`src/rtl/stochastic_mult_serial.sv`:
```
// stochastic_mult_serial: CH-channel serial stochastic multiplier (AND/XNOR) with per-channel ones counting over a LEN-bit window
module stochastic_mult_serial #(
  parameter int CH = 4,
  parameter int LEN = 256,
  localparam int CW = $clog2(LEN + 1)
) (
  input  logic             clk,
  input  logic             rst_n,
  input  logic             start,
  input  logic             mode,
  input  logic             in_valid,
  output logic             in_ready,
  input  logic [CH-1:0]    a_bits,
  input  logic [CH-1:0]    b_bits,
  output logic [CH-1:0]    y_bits,
  output logic             y_valid,
  output logic             busy,
  output logic             out_valid,
  input  logic             out_ready,
  output logic [CH*CW-1:0] y_count
);
  typedef enum logic [1:0] {IDLE, RUN, DONE} state_t;
  state_t state;
  logic mode_l;
  logic [CW-1:0] scnt;
  logic [CH-1:0] p;
  logic accept;
  assign p = mode_l ? ~(a_bits ^ b_bits) : (a_bits & b_bits);
  assign accept = in_valid && in_ready;
  always_ff @(posedge clk or negedge rst_n) begin
    if (!rst_n) begin
      state <= IDLE;
      mode_l <= 1'b0;
      scnt <= '0;
      in_ready <= 1'b0;
      y_bits <= '0;
      y_valid <= 1'b0;
      busy <= 1'b0;
      out_valid <= 1'b0;
      y_count <= '0;
    end else begin
      y_valid <= accept;
      case (state)
        IDLE: if (start) begin
          state <= RUN;
          mode_l <= mode;
          scnt <= '0;
          y_count <= '0;
          in_ready <= 1'b1;
          busy <= 1'b1;
        end
        RUN: if (accept) begin
          y_bits <= p;
          for (int k = 0; k < CH; k++)
            y_count[k*CW +: CW] <= y_count[k*CW +: CW] + CW'(p[k]);
          // the window closes on sample LEN; in_ready drops so no extra sample slips in
          if (scnt == CW'(LEN - 1)) begin
            state <= DONE;
            in_ready <= 1'b0;
            out_valid <= 1'b1;
          end else
            scnt <= scnt + 1'b1;
        end
        DONE: if (out_ready) begin
          state <= IDLE;
          out_valid <= 1'b0;
          busy <= 1'b0;
        end
        default: state <= IDLE;
      endcase
    end
  end
endmodule
```
`config.mk`:
```
export PLATFORM = sky130hd
export DESIGN_NAME = stochastic_mult_serial
export DESIGN_NICKNAME = d
export VERILOG_FILES = /design/src/rtl/stochastic_mult_serial.sv
export SDC_FILE = /design/constraint.sdc
export NUM_CORES = 1
export LEC_CHECK = 0
export CAP_MARGIN = 15
export CORE_MARGIN = 2
export CORE_UTILIZATION = 54
export CTS_BUF_LIST = sky130_fd_sc_hd__clkbuf_8
export DETAILED_ROUTE_END_ITERATION = 6
export PLACE_DENSITY = 0.82
export SLEW_MARGIN = 20
export SYNTH_ARGS = -nofsm -noshare
export SYNTH_HDL_FRONTEND = slang
export SYNTH_SLANG_ARGS = --single-unit
```
`constraint.sdc`:
```
create_clock -name clk -period 2.45 [get_ports clk]
set_clock_uncertainty 0.1 [all_clocks]
set_input_delay 0.49 -clock clk [delete_from_list [all_inputs] [get_ports clk]]
set_output_delay 0.49 -clock clk [all_outputs]
set_load 0.02 [all_outputs]
```
Yosys cells after proc, flatten, opt, wreduce, memory -nomap -nowiden. Index checks and enable logic that the tools add are counted.

Bits in registers: 56. Input port bits: 14. Output and inout port bits: 44.

Add/sub/neg operators: 5. Equal/unequal tests: 8. Mux-type cells: 22. Bitwise gates (word level): 3. Reductions and logical operators: 13.

Operators with widths (number): 36-bit 2-to-1 mux (2); 36-bit one-hot mux with 2 select lines (1); 9-bit by 1-bit adder with 9-bit output (4); 9-bit 2-to-1 mux (3); 9-bit one-hot mux with 2 select lines (1); 4-bit AND reduction (4); 2-bit != test, second input constant (5); 9-bit by 1-bit adder with 9-bit output, second input constant (1); 9-bit by 8-bit equality test with 1-bit output, second input constant (1); 2-bit 2-to-1 mux (4); 1-bit 2-to-1 mux (6); 1-bit one-hot mux with 2 select lines (3); 2-bit one-hot mux with 3 select lines (1); 3-bit AND reduction (2); 2-bit nonzero test (3); 4-bit AND (1); 4-bit 2-to-1 mux (1); 4-bit inverter (1); 2-bit AND reduction (2); 4-bit XOR (1); 2-bit by 1-bit equality test with 1-bit output, second input constant (1); 2-bit equality test, second input constant (1); 2-bit logical NOT (1); 1-bit logical AND (1).

Longest topological paths before layout. Gate-level depths: netlist (run 1).

Word-level depth: 6. Gate-level depth with buffers: 8.

Worst setup path after synthesis (run 1). No wires, ideal clock.

Kind: input to register. Start point: input port a_bits[1]. End point: register y_count[17]. Data arrival time: 2100 ps. Path slack: 171 ps. Stages: 7. Path buffers: 0. Cell sequence: ha_1 a21oi_1 ha_1 ha_1 nand3_1 a2111oi_0 mux2i_1.

Cells in the longest elaborated chain, start to end: 6.

Ends and longest elaborated chain: start, declared (line 13) `input logic [CH-1:0] a_bits,`; 4-bit XOR (line 28) `assign p = mode_l ? ~(a_bits ^ b_bits) : (a_bits & b_bits);`; 4-bit inverter (line 28); 4-bit 2-to-1 mux (*) (line 28); via p[1] (line 26) `logic [CH-1:0] p;`; 9-bit by 1-bit adder with 9-bit output (*) (line 55) `y_count[k*CW +: CW] <= y_count[k*CW +: CW] + CW'(p[k]);`; 36-bit 2-to-1 mux (*) (line 52) `RUN: if (accept) begin`; 36-bit one-hot mux with 2 select lines (*) (line 43) `case (state)`; end signal, assigned by index (line 55); end, declared (line 20) `output logic [CH*CW-1:0] y_count`.

The timed path passes the listed nets; every way through them passes the cells marked *. The select of a mux whose other input is x is not followed. A chain may end at the register's enable or synchronous reset.

Final worst setup path (run 1). Ends and elaborated chain as after synthesis.

==> summary by stage, run 1 <==
Routing
The DRC violation total after the first TritonRoute iteration is 312. The aggregate routed wire length is 8700 um. The mean routed wirelength per cell is 18.2 um. The via density per instance is 6.08. The first detailed-routing pass ran for 4 iterations. In the routed design, unresolved DRC markers number 0. The detailed-route via count is 2901.

The count of antenna-violating nets left after detailed routing is 0.

Clocking
In this run, CTS created clock tree buffers numbering 5. The H-tree generated during clock tree synthesis spans 2 levels. The maximum buffer depth of the clock tree is 2.

The clock reaches the later pin of the worst-skew pair after 310 ps. The count of clock tree sinks is 56. The clock transition at the register clock pins on the worst setup and hold paths after CTS is 90 ps. The number of hold buffers added after CTS was 0. The root buffer cell chosen for the clock tree is clkbuf_8. TritonCTS built the clock tree.

Worst setup path
The signal on the critical path passes through clkdlybuf4s50_1, ha_1, a21oi_2, ha_2, ha_4, nand3_4, a2111oi_4, buf_4, mux2i_1. The kind of start point of the critical path is a primary input. The signal arrival time at the worst endpoint is 2530 ps. The worst setup path category is in2reg. The required time reported for the critical path endpoint is 2590 ps.

The endpoint class of the critical path is a flip-flop. The highest fanout seen on the critical path is 3. The largest individual stage delay along the critical path comes from the cell clkdlybuf4s50_1.

The sum of buffers and inverters on the critical path is 2. Among cell families on the critical path, the largest total delay comes from adder cells. The longest individual stage delay on the worst path is 400 ps.

GRT
The number of global-route vias before repair is 2763. Global routing consumed, over all layers together, 27.1% of the routing resources. Entering global routing, the biggest net connects 38 pins. The number of antenna violations at the first check in global routing was 0.

The first global-routing pass estimated 13600 um of wire. Summed over all layers, the global routing overflow is 0.

Yosys
After synthesis the netlist holds a flip-flop and latch count of 56. The portion of synthesized area spent on multiplexers is 8.90%. After synthesis, the largest family of logic cells by area is simple AND/OR/NAND/NOR gates. The cell area that synthesis handed to floorplanning was 3180 um2. The cell count after synthesis came out at 324. The average instance in the mapped netlist occupies 9.80 um2. The count of different cell masters after synthesis is 45. In the synthesized netlist, the cells that appear most often are dfrtp_1 (56), nand2_1 (39), nand3_1 (23), o21ai_0 (19). Among all flip-flop cells after synthesis, the most frequent one is dfrtp_1. Of the total synthesized cell area, the portion taken by AND, OR, NAND and NOR gates is 21.7%.

Counting flops with a built-in enable in the synthesized netlist gives 0. The number of nets produced by synthesis is 352. The share of the synthesized area in compound gates (AO/OA/AOI/OAI) is 13.9%. Summed over its instances, the top area cell type makes up 44.1% of the synthesized netlist area. Among all cell types in the netlist, the one instantiated most often is dfrtp_1. For this run, the register share of the synthesized area comes to 44.1%. In the synthesized netlist the async set-or-reset flop fraction comes to 100%. The number of warnings reported in the yosys synthesis log is 0. The area share of fa/ha/maj cells after synthesis is 5.51%. By area the synthesized netlist is led by dfrtp_1 (44%), ha_1 (5.5%), mux2i_1 (5.4%). The synthesized netlist devotes 0% of its cell area to XOR and XNOR gates. dfrtp_1 takes more of the synthesized area than any other cell.

Worst hold path
The type of the worst min-delay path is in2async.

STA
The worst pin sits at a relative slew slack of 57.3%. The minimum clock period after layout is 2390 ps. The final-report max-slew violation count was 0.

In the finished design, the share of the clock period the worst path needs comes to 97.7%. At the pin with the least slew margin, the transition time is 634 ps. Timing would allow up to 418 MHz.

Setup repair after global routing could not meet its margin everywhere. Setup violations remaining at the end of the flow were counted as 0. The worst path setup slack after routing is 57.1 ps. The hold violation count in the final report is 0.

Floorplanning
The die span in x is 80.7 um. During I/O placement, the number of pins put on the boundary was 58. The die covers 6510 um2. The total area inside the core boundary comes to 5610 um2.

Measured along the y axis, the die boundary spans 80.7 um. Once the floorplan was initialized, standard cells occupied 56.6% of the core. The number of placement rows is 27.

Pwr
VDD sags by at most 0.448 mV. The power density over cell area is 648 nW/um2. The reported leakage power is 1.84 nW. The overall power consumption is 2.79 mW.

Finish
The area overhead of the layout relative to synthesis is 35.4%. The post-route netlist has 20.2% of its cells at a drive strength greater than 1. The number of nets in the layout is 433.

The repair_antennas step left the layout with diodes totalling 0.

Placement
The count of buffers from port buffering is 57. Routability-driven placement finished with a final weighted congestion of 0.818. OpenSTA, run right after detailed placement, puts the worst setup slack at -495 ps.

The half-perimeter wire length of the detailed placement result is 5890 um.

Job
Max-cap violations in this run came to 0.

Status
The run finished with clean final reports.
## layer usage
layer,global-route usage (%),wire length [um],up-vias
li1,-,-,1341
met5,0,0,-
met4,9.32,207,0
met1,35.5,3500,1443
met2,45.8,4520,96
met3,4.38,482,21
## cell families after synthesis
| kind of cell | after synthesis |
|---|---|
| fa+ha+maj | 14 |
| mux | 27 |
| buf+inv | 36 |
| compound gates | 67 |
| simple gates | 124 |
| flops | 56 |
## sequential cells by signal, summed over array words and instances, names as in the netlist
signal,flops
scnt,9
mode_l,1
y_bits,4
out_valid,1
state,2
y_valid,1
in_ready,1
busy,1
y_count,36
## metrics by stage
stage / cells / instance area [um2] / setup TNS [ps] / util [%] / hold WS, ps
after floorplan: 324 / 3180 / 0 / - / 94.4
after global routing: 477 / 4300 / -122 / 76.7 / 89.2
final: 477 / 4300 / 0 / 76.7 / 51.6
after detailed placement: 464 / 3980 / -4750 / 70.9 / 399
after CTS: 473 / 4160 / 0 / 74.2 / 77.0
after global placement: 464 / 3980 / -3450 / 70.9 / 390
## final cells by class
type,count,area [um2]
tap,72,90.1
sequential,56,1400
inverter,17,63.8
fill,379,1310
multi-input combinational,232,1770
clock buffer,7,96.3
timing repair buffer,93,885
## worst register-to-register path, delay by kind of cell, from the launching register on
kind	cells	cell delay, ps
simple gates	3	490
flops	1	420
fa+ha+maj	2	480
compound gates	1	360
mux	1	380
## final timing paths
kind | startpoint | endpoint | slack, ps | cells after the start
worst min-delay path | rst_n | scnt[5]$_DFFE_PN0P_ | 50 | 1
worst min register to register | y_bits[3]$_DFFE_PN0P_ | y_bits[3]$_DFFE_PN0P_ | 420 | 1
worst max-delay path | a_bits[1] | y_count[17]$_DFFE_PN0P_ | 60 | 9
worst max register to register | scnt[0]$_DFFE_PN0P_ | scnt[8]$_DFFE_PN0P_ | 110 | 7
max in group asynchronous | rst_n | y_bits[2]$_DFFE_PN0P_ | 1630 | 2
min in group clk | y_bits[3]$_DFFE_PN0P_ | y_bits[3]$_DFFE_PN0P_ | 420 | 1
## layout by cell type, fill, tap and decap left out, drive strengths merged, types with 2 or more instances in the layout
cell type      synthesis  final
dfrtp                 56     56
clkdlybuf4s50          0     53
nand2                 39     39
buf                   13     37
nand3                 24     24
o21ai                 19     19
inv                   17     17
mux2i                 17     17
a21oi                 17     17
ha                    14     14
nor2                  11     11
mux2                  10     10
nand2b                 8      8
or4                    8      8
nand4                  7      7
clkbuf                 6      7
o31ai                  7      7
nand4b                 7      7
a211oi                 7      7
or3                    5      5
or2b                   5      5
a22o                   4      4
a2111oi                4      4
dlymetal6s2s           0      3
nor2b                  2      2
o211ai                 2      2
a22oi                  2      2
o311ai                 2      2
o41ai                  2      2
## repair_timing
action	CTS	global route
gates resized for setup	20	18
endpoints found under the setup margin	5	11
pin swaps	3	9
buffers inserted	2	5
## report_power, final
part | switching, mW | total (mW) | internal [mW]
sequential | 0.202 | 1.28 | 1.07
combinational | 0.501 | 0.977 | 0.476
clock | 0.281 | 0.534 | 0.252
total | 0.984 | 2.79 | 1.80
(Power assumes the default switching activity.)
==> run 2: changes to the inputs <==
--- a/config.mk
+++ b/config.mk
@@ -10,8 +10,8 @@
 export CORE_UTILIZATION = 54
 export CTS_BUF_LIST = sky130_fd_sc_hd__clkbuf_8
 export DETAILED_ROUTE_END_ITERATION = 6
+export HOLD_SLACK_MARGIN = 0.15
 export PLACE_DENSITY = 0.82
-export SLEW_MARGIN = 20
 export SYNTH_ARGS = -nofsm -noshare
 export SYNTH_HDL_FRONTEND = slang
 export SYNTH_SLANG_ARGS = --single-unit
==> summary by stage, run 2 (synthesized netlist as in run 1, its figures left out) <==
Placement
Once placement completed, the tool counted placed cells totaling 464. The half-perimeter wire length of the detailed placement result is 5890 um. The count of buffers from port buffering is 57. At the end of routability-driven placement, the weighted congestion stood at 0.818.

STA
The final-report max-slew violation count is 0. The final worst-path cycle share is 97.5%. Setup repair after global routing could not meet its margin everywhere. For the pin with the worst max-slew slack, the measured transition is 623 ps. Setup violations remaining at the end of the flow were counted as 0. The maximum operating frequency is 419 MHz. In this run the tightest slew margin relative to its limit is 58.0%.

The smallest clock period supported by the final layout is computed as 2390 ps. The final worst hold slack is 417 ps. The hold violation count in the final report is 0.

Clocking
The TritonCTS clock tree is done. Counting along the longest clock path gives a buffer depth of 2. The tree built by TritonCTS fans out to 56 sinks. In this run the number of H-tree levels came out at 2. The clock transition at the register clock pins on the worst setup and hold paths after CTS is 100 ps. The number of clock buffers added by TritonCTS is 5. The CTS root buffer is clkbuf_8. The latest clock arrival within the worst-skew pair is 310 ps.

GRT
Entering global routing, the biggest net connects 38 pins. The first-pass GRT wire length is 13600 um. The total overflow left after global routing is 0. The all-layer global routing usage is 27.1%. The number of global-route vias before repair is 2763. The number of antenna violations at the first check in global routing is 0.

Pwr
In this run the power density over the cells is 648 nW/um2. The reported leakage power is 1.84 nW. IR analysis of the VDD net gives a maximum drop of 0.450 mV. Total power for the finished layout comes to 2.80 mW.

Worst hold path
The min-delay analysis places its worst path in the category reg2reg. The hold path startpoint is y_bits[3]$_DFFE_PN0P_.

Floorplanning
The chip height is 80.7 um. For this configuration, the core starts out at a cell density of 56.6%. The area enclosed by the die boundary is 6510 um2. The number of placement rows is 27. During I/O placement, the number of pins put on the boundary was 58. The die span in x is 80.7 um. The floorplan step defined a core boundary enclosing 5610 um2.

Routing
The aggregate routed wire length is 8750 um. The number of DRC violations after detailed routing is 0. After the first detailed-routing iteration, the DRC count stood at 308. After detailed routing, the number of vias per cell comes to 6.18. The count of antenna-violating nets left after detailed routing is 0. The mean routed wirelength per cell is 18.3 um. The detailed router placed 2956 vias in this run. The first-pass iteration count of the detailed router is 7.

Finish
The largest registers in the layout are y_count (36), scnt (9), y_bits (4). The post-route core utilization is 76.9%. The count of inserted antenna diode cells is 0.

The area of combinational cells with multiple inputs is 1770 um2. Leaving out fill and tap cells, the most frequent cells in the layout are dfrtp_1 (56), clkdlybuf4s50_1 (53), nand2_1 (39). After the flow finishes, the layout carries non-filler instances totaling 478. After the last flow step, the layout net total stands at 434. More flip-flops sit in one register than any other, and that register is y_count. The number of fill cells in the layout is 378.

The share of cells above drive strength 1 is 20.2%. From synthesis to final layout, the design area changed by 35.7%. The sequential standard cell area is 1400 um2. The register with the most flip-flops in the layout has 36 of them. The most frequent standard cell in the layout excluding fill and tap cells is dfrtp_1.

Worst setup path
The setup path with the least slack is of type in2reg. The startpoint identified for the worst register-to-register timing path is scnt[0]$_DFFE_PN0P_. The endpoint class of the critical path is a flip-flop. For the worst setup path, the data arrival time is 2530 ps. The origin of the worst setup path is a_bits[1].

The worst setup path is launched from a primary input. Along the worst path, the maximum fanout reaches 3. The longest individual stage delay on the worst path is 400 ps.

The critical path goes through clkdlybuf4s50_1, ha_1, a21oi_2, ha_2, ha_4, nand3_4, a2111oi_4, buf_4, mux2i_1. Among all stages on the critical path, the largest delay is contributed by clkdlybuf4s50_1. The required time reported for the critical path endpoint is 2590 ps.

Status
The flow ran to the end, and the final reports show no timing, DRC or antenna violations.

Job
The tool flagged a number of max-cap violations equal to 0.
==> run 2: path summary, 6_finish.rpt <==
path / endpoint / slack (ps) / cells past startpoint
max: y_count[17]$_DFFE_PN0P_ / 60 / 9
min: y_bits[3]$_DFFE_PN0P_ / 420 / 1
max reg2reg: scnt[8]$_DFFE_PN0P_ / 100 / 7
min reg2reg: y_bits[3]$_DFFE_PN0P_ / 420 / 1
max in group asynchronous: y_bits[1]$_DFFE_PN0P_ / 1090 / 3
min in group asynchronous: scnt[5]$_DFFE_PN0P_ / 590 / 2
==> run 2: routing by layer <==
metal,global-route usage [%],share of wire (%)
met5,0,0
met4,9.32,2.1
met3,4.38,5.7
met2,45.8,52
met1,35.5,41
==> run 2: cell type report <==
| type | instances | share of cell area (%) |
|---|---|---|
| clock buffer | 7 | 2.23 |
| tap | 72 | 2.09 |
| sequential | 56 | 32.5 |
| multi-input combinational | 232 | 40.9 |
| timing repair buffer | 94 | 20.7 |
| inverter | 17 | 1.48 |
==> run 2: critical path, delay by kind of cell <==
family | cells | cell delay [ps]
buf+inv | 2 | 560
mux | 1 | 170
compound gates | 2 | 510
fa+ha+maj | 3 | 700
simple gates | 1 | 100
==> run 2: timing repair <==
item                                   4_1_cts  5_1_grt
setup endpoints to repair                    5       11
pin swaps                                    3        9
endpoints found under the hold margin       22        0
hold buffers                                 1        0
setup buffers                                2        5
gates resized for setup                     20       18
==> run 2: power by group <==
group / total, mW / switching (mW) / internal (mW)
Combinational: 0.978 / 0.501 / 0.477
Sequential: 1.28 / 0.203 / 1.07
Clock: 0.540 / 0.288 / 0.253
==> run 2: stage by stage <==
| step | setup slack, ps | cell area, um2 | setup TNS (ps) |
|---|---|---|---|
| 6_report | 62.4 | 4310 | 0 |
| 3_3_place_gp | -344 | 3980 | -3450 |
| 4_1_cts | 9.75 | 4170 | 0 |
| 2_1_floorplan | 171 | 3180 | 0 |
| 5_1_grt | -40.2 | 4310 | -122 |
| 3_5_place_dp | -495 | 3980 | -4750 |
==> run 3: changes to the inputs <==
--- a/config.mk
+++ b/config.mk
@@ -6,12 +6,14 @@
 export NUM_CORES = 1
 export LEC_CHECK = 0
 export CAP_MARGIN = 15
+export CORE_ASPECT_RATIO = 0.7
 export CORE_MARGIN = 2
-export CORE_UTILIZATION = 54
+export CORE_UTILIZATION = 59
 export CTS_BUF_LIST = sky130_fd_sc_hd__clkbuf_8
 export DETAILED_ROUTE_END_ITERATION = 6
 export HOLD_SLACK_MARGIN = 0.15
-export PLACE_DENSITY = 0.82
+export PLACE_DENSITY = 0.88
+export SETUP_SLACK_MARGIN = 0.5
 export SYNTH_ARGS = -nofsm -noshare
 export SYNTH_HDL_FRONTEND = slang
 export SYNTH_SLANG_ARGS = --single-unit
==> constraint.sdc (replaced) <==
create_clock -name clk -period 2.9 [get_ports clk]
set_clock_uncertainty 0.1 [all_clocks]
set_input_delay 0.58 -clock clk [delete_from_list [all_inputs] [get_ports clk]]
set_output_delay 0.58 -clock clk [all_outputs]
set_load 0.02 [all_outputs]
==> summary by stage, run 3 (synthesized netlist as in run 1, its figures left out) <==
Floorplanning
The number of placement rows is 22. In this run the count of I/O pins placed on the die edge is 58. The area enclosed by the die boundary is 6000 um2.

For this configuration, the core starts out at a cell density of 60.7%. The die span in x is 91.7 um. The chip height is 65.4 um. The total area inside the core boundary comes to 5230 um2.

Routing
In the routed design, unresolved DRC markers number 0. The first-pass iteration count of the detailed router is 6. The via density per instance is 6.27. The aggregate routed wire length is 8620 um. The detailed-route via count is 2901. For this block, the initial DRC count from the detailed router was 291.

After detailed routing, the average wire length per cell comes to 18.6 um. Once detail routing completed, the nets flagged for antenna violations numbered 0.

Clocking
The CTS root buffer is clkbuf_8. Clock-pin slew was measured on the worst setup and hold paths at 100 ps. In this run, CTS created clock tree buffers numbering 5. The CTS H-tree depth is 2. Counting along the longest clock path gives a buffer depth of 2. The clock net in this run drives a total of 56 sinks. TritonCTS built the clock tree. For the worst-skew pair, the clock arrives at the later sink with an insertion delay of 320 ps.

STA
Setup repair after global routing could not meet its margin everywhere. The tightest hold path in the finished design has a slack of 417 ps. The maximum operating frequency is 414 MHz. The hold violation count in the final report is 0. Setup violations remaining at the end of the flow were counted as 0. The slew of the pin with the lowest slew margin is 880 ps. Of the available clock period, the critical path in the final layout requires 83.3%.

The final-report max-slew violation count is 0. The worst path in the final design needs a cycle of 2420 ps, including I/O delays and setup. The worst-case headroom to the max-slew limit is 41.4%.

Finish
The count of inserted antenna diode cells is 0. The share of cells above drive strength 1 is 17.4%. Leaving out fill and tap cells, the most frequent cell in the layout is dfrtp_1. Ranked by flip-flop count, first place goes to y_count.

After the last flow step, the layout net total stands at 418. The flip-flop count of the largest register after layout is 36. The area overhead of the layout relative to synthesis is 32.2%. The largest registers in the layout are y_count (36), scnt (9), y_bits (4).

Once layout is complete, the utilization of the core stands at 80.3%. In the layout the commonest cells are dfrtp_1 (55), clkdlybuf4s50_1 (49), nand2_1 (39).

Placement
Once detailed placement completed, the half-perimeter wirelength came to 5240 um. The congestion estimate from routability-driven global placement came to 0.801. The count of buffers from port buffering is 57.

GRT
Global routing used 29.4% of the available tracks across all layers. Summed over all layers, the global routing overflow is 0. The number of antenna violations at the first check in global routing is 0. The first global-routing pass estimated 13900 um of wire. The number of global-route vias before repair is 2826. Entering global routing, the biggest net connects 46 pins.

Worst hold path
The type of the worst min-delay path is reg2reg.

Worst setup path
The longest individual stage delay on the worst path is 500 ps. For the worst setup path, the data required time is 3060 ps. For the worst setup path, the data arrival time is 2570 ps. The kind of start point of the critical path is a primary input. Of all nets on the critical path, the largest fanout is 5. By startpoint and endpoint, the worst setup path is classified as in2reg.

Traced cell by cell, the critical path runs through clkdlybuf4s50_1, ha_4, a21oi_2, ha_2, ha_4, nand3_4, or4_4, a21oi_2. The endpoint class of the critical path is a flip-flop. For this design, the slowest cell found on the critical path is clkdlybuf4s50_1.

Status
The flow ran to the end, and the final reports show no timing, DRC or antenna violations.

Pwr
In this run the power density over the cells is 569 nW/um2. Summed over all cells, the static leakage comes to 1.75 nW. Across the VDD grid, the largest voltage drop is 0.294 mV.

Job
The number of maximum-capacitance constraint violations is 0.
run 3: final cells by class:
type                       instances  area [um2]
multi-input combinational        232        1800
clock buffer                       6        82.6
tap                               72        90.1
inverter                          17        63.8
sequential                        56        1400
clock inverter                     2        7.51
fill                             300        1030
timing repair buffer              78         756
run 3: final timing paths:
kind	endpoint	cells past startpoint	slack [ps]	from
max	y_count[15]$_DFFE_PN0P_	8	480	b_bits[1]
min	y_bits[0]$_DFFE_PN0P_	1	420	y_bits[0]$_DFFE_PN0P_
min reg2reg	y_bits[0]$_DFFE_PN0P_	1	420	y_bits[0]$_DFFE_PN0P_
max reg2reg	y_count[33]$_DFFE_PN0P_	8	580	mode_l$_DFFE_PN0P_
max in group asynchronous	in_ready$_DFFE_PN0P_	3	1500	rst_n
min in group asynchronous	y_count[8]$_DFFE_PN0P_	2	570	rst_n
run 3: repair_timing:
| action | 4_1_cts | 5_1_grt |
|---|---|---|
| setup endpoints to repair | 8 | 21 |
| hold endpoints to repair | 11 | 0 |
| cloned | 0 | 0 |
| resized for setup | 26 | 22 |
| hold buffers | 1 | 0 |
| buffers inserted | 1 | 5 |
| pin swaps | 11 | 15 |
run 3: critical path, delay by kind of cell:
kind            cells  cell delay [ps]
compound gates      2              330
buf+inv             1              500
simple gates        2              550
fa+ha+maj           3              620
run 3: where the power goes:
group | switching [mW] | internal [mW] | leakage [nW]
Sequential | 0.185 | 0.908 | 0.747
Clock | 0.258 | 0.189 | 0.0538
Combinational | 0.444 | 0.407 | 0.953
run 3: routing by layer:
layer | global-route usage [%] | vias to the layer above | share of wire, %
met4 | 9.33 | 0 | 1.5
met5 | 0 | - | 0
met1 | 40.1 | 1416 | 42
met3 | 7.00 | 16 | 7.6
met2 | 47.2 | 152 | 49
li1 | - | 1317 | -
run 3: per-stage QoR:
step | setup TNS (ps) | setup WS, ps | instances | power, mW | area (um2)
after floorplan | 0 | 531 | 324 | 1.47 | 3180
after detailed placement | -114 | -94.2 | 448 | 1.81 | 3830
after CTS | 0 | 478 | 458 | 2.30 | 4070
final | 0 | 485 | 463 | 2.39 | 4200
after global routing | 0 | 390 | 463 | 2.54 | 4200
after global placement | -17.7 | -17.7 | 448 | 1.77 | 3830
==> variant 1: new RTL, settings of run 2 <==
Re-encode `state_t` (3 states) as one-hot, 3 bits wide.
--- a/src/rtl/stochastic_mult_serial.sv
+++ b/src/rtl/stochastic_mult_serial.sv
@@ -20,5 +20,5 @@
   output logic [CH*CW-1:0] y_count
 );
-  typedef enum logic [1:0] {IDLE, RUN, DONE} state_t;
+  typedef enum logic [2:0] {IDLE = 3'b001, RUN = 3'b010, DONE = 3'b100} state_t;
   state_t state;
   logic mode_l;
Check against the original RTL: no difference found for any inputs over 10 cycles, from zero or initial values and one cycle with rst_n low; not proved beyond that.
==> variant 1 against run 2 <==
Area after synthesis is 6.4% lower. Global-route usage down 1.7 points. Synthesized cell count down 4.3%. Routed wire length is 15% lower. Sequential cell count rose by 1. Power is 5.7% higher. Design area is 7.4% lower. Worst setup slack better by 0.013 ns. Register-to-register slack gained 0.09 ns. Largest cell class unchanged. Largest power group unchanged.
==> variant 1: results (changes against run 2) <==
Top post-synthesis cells by area: dfrtp_1 47%, ha_1 5.9%, a21oi_1 4.7% (was dfrtp_1 44%, ha_1 5.5%, mux2i_1 5.4%)
Wirelength per Cell: 16.25 um (was 18.31 um)
Critical path data arrival time: 2.55 ns (was 2.53 ns)
Worst-path clk slew: 0.06 ns (was 0.10 ns)
HP Start: y_bits[0] (was y_bits[3])
Initial DRC count: 263 (was 308)
Hold Slack: 0.3958 ns (was 0.4172 ns)
Vias in the first global route: 2620 (was 2763)
HPWL after DPL: 4790 um (was 5888 um)
P_leak: 1.747 nW (was 1.843 nW)
GPL Wtd Cong: 0.7849 (was 0.8178)
Slowest CP cell: or4_1 (was clkdlybuf4s50_1)
Register area share after synthesis: 0.4802 (was 0.4411)
Largest net degree at the start of global routing: 39 (was 38)
Area after DPL: 0.003645 mm2 (was 0.003975 mm2)
H-tree Lvls: 3 (was 2)
Critical register-to-register path startpoint: scnt[4] (was scnt[0])
Critical path's top delay family: simple AND/OR/NAND/NOR gates (was adder cells)
Syn Inst Count: 310 (was 324)
Status: finished clean (unchanged)
Dpl ws: -0.3990 ns (was -0.4948 ns)
Vias/cell: 5.974 (was 6.184)
Reg2reg setup slack: 0.19 ns (was 0.10 ns)
Post-route cell area: 0.003994 mm2 (was 0.004312 mm2)
Mapped Nets: 338 (was 352)
[variant 1: cell count changes in the layout (fill, tap and decap cells not counted), sizes merged, moves of 6 or more]
| cell | before | now |
|---|---|---|
| nand2b | 8 | 0 |
| nand2 | 39 | 19 |
| a21oi | 17 | 28 |
| and3 | 1 | 13 |
| a211oi | 7 | 1 |
| nand3 | 24 | 14 |
| mux2i | 17 | 1 |
| nor2 | 11 | 31 |
| o21ai | 19 | 40 |
| a22o | 4 | 11 |
| buf | 37 | 18 |
| nand4 | 7 | 1 |
[variant 1: power by group]
part	switching, mW	internal (mW)	total [mW]
Sequential	0.146	1.06	1.20
Combinational	0.548	0.437	0.985
Clock	0.361	0.409	0.769
[variant 1: routing by layer]
metal,GRT usage,vias to the layer above,part of all wire
li1,-,1270,-
met1,0.3371,1370,0.43
met2,0.4052,92,0.49
met3,0.05057,10,0.059
met4,0.1140,0,0.012
met5,0,-,0
[variant 1: repair_timing]
item | 4_1_cts | 5_1_grt
hold buffers | 1 | 0
setup endpoints to repair | 3 | 8
pin swaps | 0 | 9
gates resized for setup | 5 | 25
setup buffers | 0 | 3
hold endpoints to repair | 18 | 0
[variant 1: final cells by class]
class	count	area, um2
Fill cell	388	1411
Clock inverter	5	22.52
Sequential cell	57	1428
Clock buffer	11	151.4
Timing Repair Buffer	75	708.2
Tap cell	72	90.09
Multi-Input combinational cell	223	1534
Inverter	16	60.06
[variant 1: logic make-up (layout without fill, tap and decap cells)]
family / Yosys count / in the layout / share of synthesized area
and+or+nand+nor: 107 / 107 / 0.1978
adders and majority gates: 14 / 14 / 0.05892
xor gates and xnor gates: 1 / 1 / 0.002947
buffers and inverters: 30 / 107 / 0.05008
DFF: 57 / 57 / 0.4802
muxes: 6 / 6 / 0.02231
AOI/OAI and AO/OA: 95 / 95 / 0.1877
[variant 1: worst max path at each step]
stage | end | slack (ns) | startpoint | cells past startpoint
floorplan | y_count[8] | 0.24 | a_bits[0] | 8
global placement | y_count[8] | -0.31 | a_bits[0] | 9
detailed placement | y_count[26] | -0.40 | a_bits[2] | 10
CTS | y_count[8] | 0.002 | a_bits[0] | 9
global route | y_count[17] | 0.006 | a_bits[1] | 9
finish | y_count[17] | 0.08 | a_bits[1] | 9
[variant 1: worst reg2reg max path, cell delays in order, from the launching register on]
cell and delay, ns:
dfrtp_1 0.45, and4_1 0.30, and4_1 0.23, ha_1 0.24, inv_1 0.11, o31ai_1 0.49, mux2_2 0.27
==> variant 2: new RTL, config.mk and constraints of run 2 <==
Without the edit above. Change the parameter `LEN` from 256 to 128.
--- a/src/rtl/stochastic_mult_serial.sv
+++ b/src/rtl/stochastic_mult_serial.sv
@@ -2,5 +2,5 @@
 module stochastic_mult_serial #(
   parameter int CH = 4,
-  parameter int LEN = 256,
+  parameter int LEN = 128,
   localparam int CW = $clog2(LEN + 1)
 ) (
Interface: changed (resized y_count); port bits go from 58 to 54. The function was not compared with the original's and may differ.
==> variant 2 against run 2 <==
Area after synthesis is 15% lower. Routed wire length is 33% lower. Power is 19% higher. Sequential power is 7% higher. Sequential cell count is 5 lower. Design area is 20% lower. Worst setup slack better by 0.013 ns. First-iteration DRC count is 58% lower. Combinational power is 51% higher. Non-clock buffer count is 25 lower. Critical endpoint is now y_count[22].
==> variant 2: results (changes against run 2) <==
Status: finished clean (unchanged)
Buffers on Ports: 53 (was 57)
Commonest cells in the netlist: 51 x dfrtp_1, 44 x nand2_1, 18 x nor2_1 (was 56 x dfrtp_1, 39 x nand2_1, 23 x nand3_1)
Biggest regs: y_count (32), scnt (8), y_bits (4) (was y_count (36), scnt (9), y_bits (4))
Final WL: 5892 um (was 8754 um)
Mapped Nets: 296 (was 352)
Fillers: 380 (was 378)
Non-Filler Instances: 398 (was 478)
Largest net degree at the start of global routing: 32 (was 38)
Top post-synthesis cells by area: dfrtp_1 48%, nand2_1 6.2%, ha_1 6.1% (was dfrtp_1 44%, ha_1 5.5%, mux2i_1 5.4%)
GR met3 Demand/Resource: 0.04065 (was 0.04382)
Compound-cell area share of the yosys netlist: 0.1286 (was 0.1394)
Layout cells sized above 1: 0.1329 (was 0.2020)
Layout Nets: 357 (was 434)
Via count: 2241 (was 2956)
Mux cell area share after synthesis: 0.02330 (was 0.08901)
Syn avg cell area: 9.982 um2 (was 9.805 um2)
Setup Buffers After CTS: 0 (was 2)
Max VDD drop: 0.6230 mV (was 0.4501 mV)
GPL Wtd Cong: 0.7800 (was 0.8178)
Synth Area in XOR/XNOR: 0.05219 (was 0)
Inst Count DP: 389 (was 464)
Hold path depth: 2 (was 1)
Register area share after synthesis: 0.4753 (was 0.4411)
Dpl ws: -0.2779 ns (was -0.4948 ns)
Initial DRC count: 128 (was 308)
Vias in the first global route: 2108 (was 2763)
First drt pass iteration count: 4 (was 7)
[variant 2: kinds of logic after synthesis]
kind of cell             Yosys count
AND/OR/NAND/NOR                  115
flip-flops                        51
AO/OA/AOI/OAI                     46
buffers and inverters             22
XOR/XNOR                          16
adder cells (fa/ha/maj)           13
multiplexers                       6
[variant 2: worst paths after layout]
kind	from	end	slack (ns)
worst max register to register	mode_l	y_count[22]	0.29
max in group asynchronous	rst_n	y_valid	0.97
worst max-delay path	a_bits[2]	y_count[22]	0.08
min in group asynchronous	rst_n	y_count[13]	0.64
worst min register to register	y_bits[2]	y_bits[2]	0.39
worst min-delay path	y_bits[2]	y_bits[2]	0.39
[variant 2: per-stage QoR]
step                cell area (um2)  setup TNS, ns
global route                   3453       -0.01014
global placement               3337        -0.8031
CTS                            3428              0
detailed placement             3337         -1.394
finish                         3453              0
floorplan                      2685              0
[variant 2: tightest hold or removal path, cell delays in order, from the launching register on]
cell,delay (ns)
dfrtp_1,0.35
nand2_1,0.05
nand2_1,0.06
[variant 2: per-layer routing]
metal / vias to the layer above / routed length (um)
li1: 1082 / -
met1: 1097 / 2663
met2: 53 / 2953
met3: 9 / 192
met4: 0 / 82
met5: - / 0
[variant 2: power groups by stage]
stage,Combinational (mW),Clock [mW],Sequential [mW]
floorplan,0.700,0,1.50
global placement,1.42,0,1.37
detailed placement,1.47,0,1.38
CTS,1.48,0.473,1.37
global route,1.63,0.500,1.41
finish,1.48,0.465,1.37
[variant 2: layout make-up]
class / count / area, um2 / share of cell area
clock inverter: 3 / 12.51 / 0.003623
inverter: 7 / 26.28 / 0.007609
clock buffer: 5 / 68.82 / 0.01993
sequential: 51 / 1276 / 0.3696
tap: 67 / 83.83 / 0.02428
timing repair buffer: 69 / 660.6 / 0.1913
multi-input combinational: 196 / 1325 / 0.3837
[variant 2: repair_timing]
item | in CTS | in global routing
resized for setup | 0 | 5
endpoints found under the hold margin | 29 | 0
hold buffers | 1 | 0
setup endpoints to repair | 0 | 3
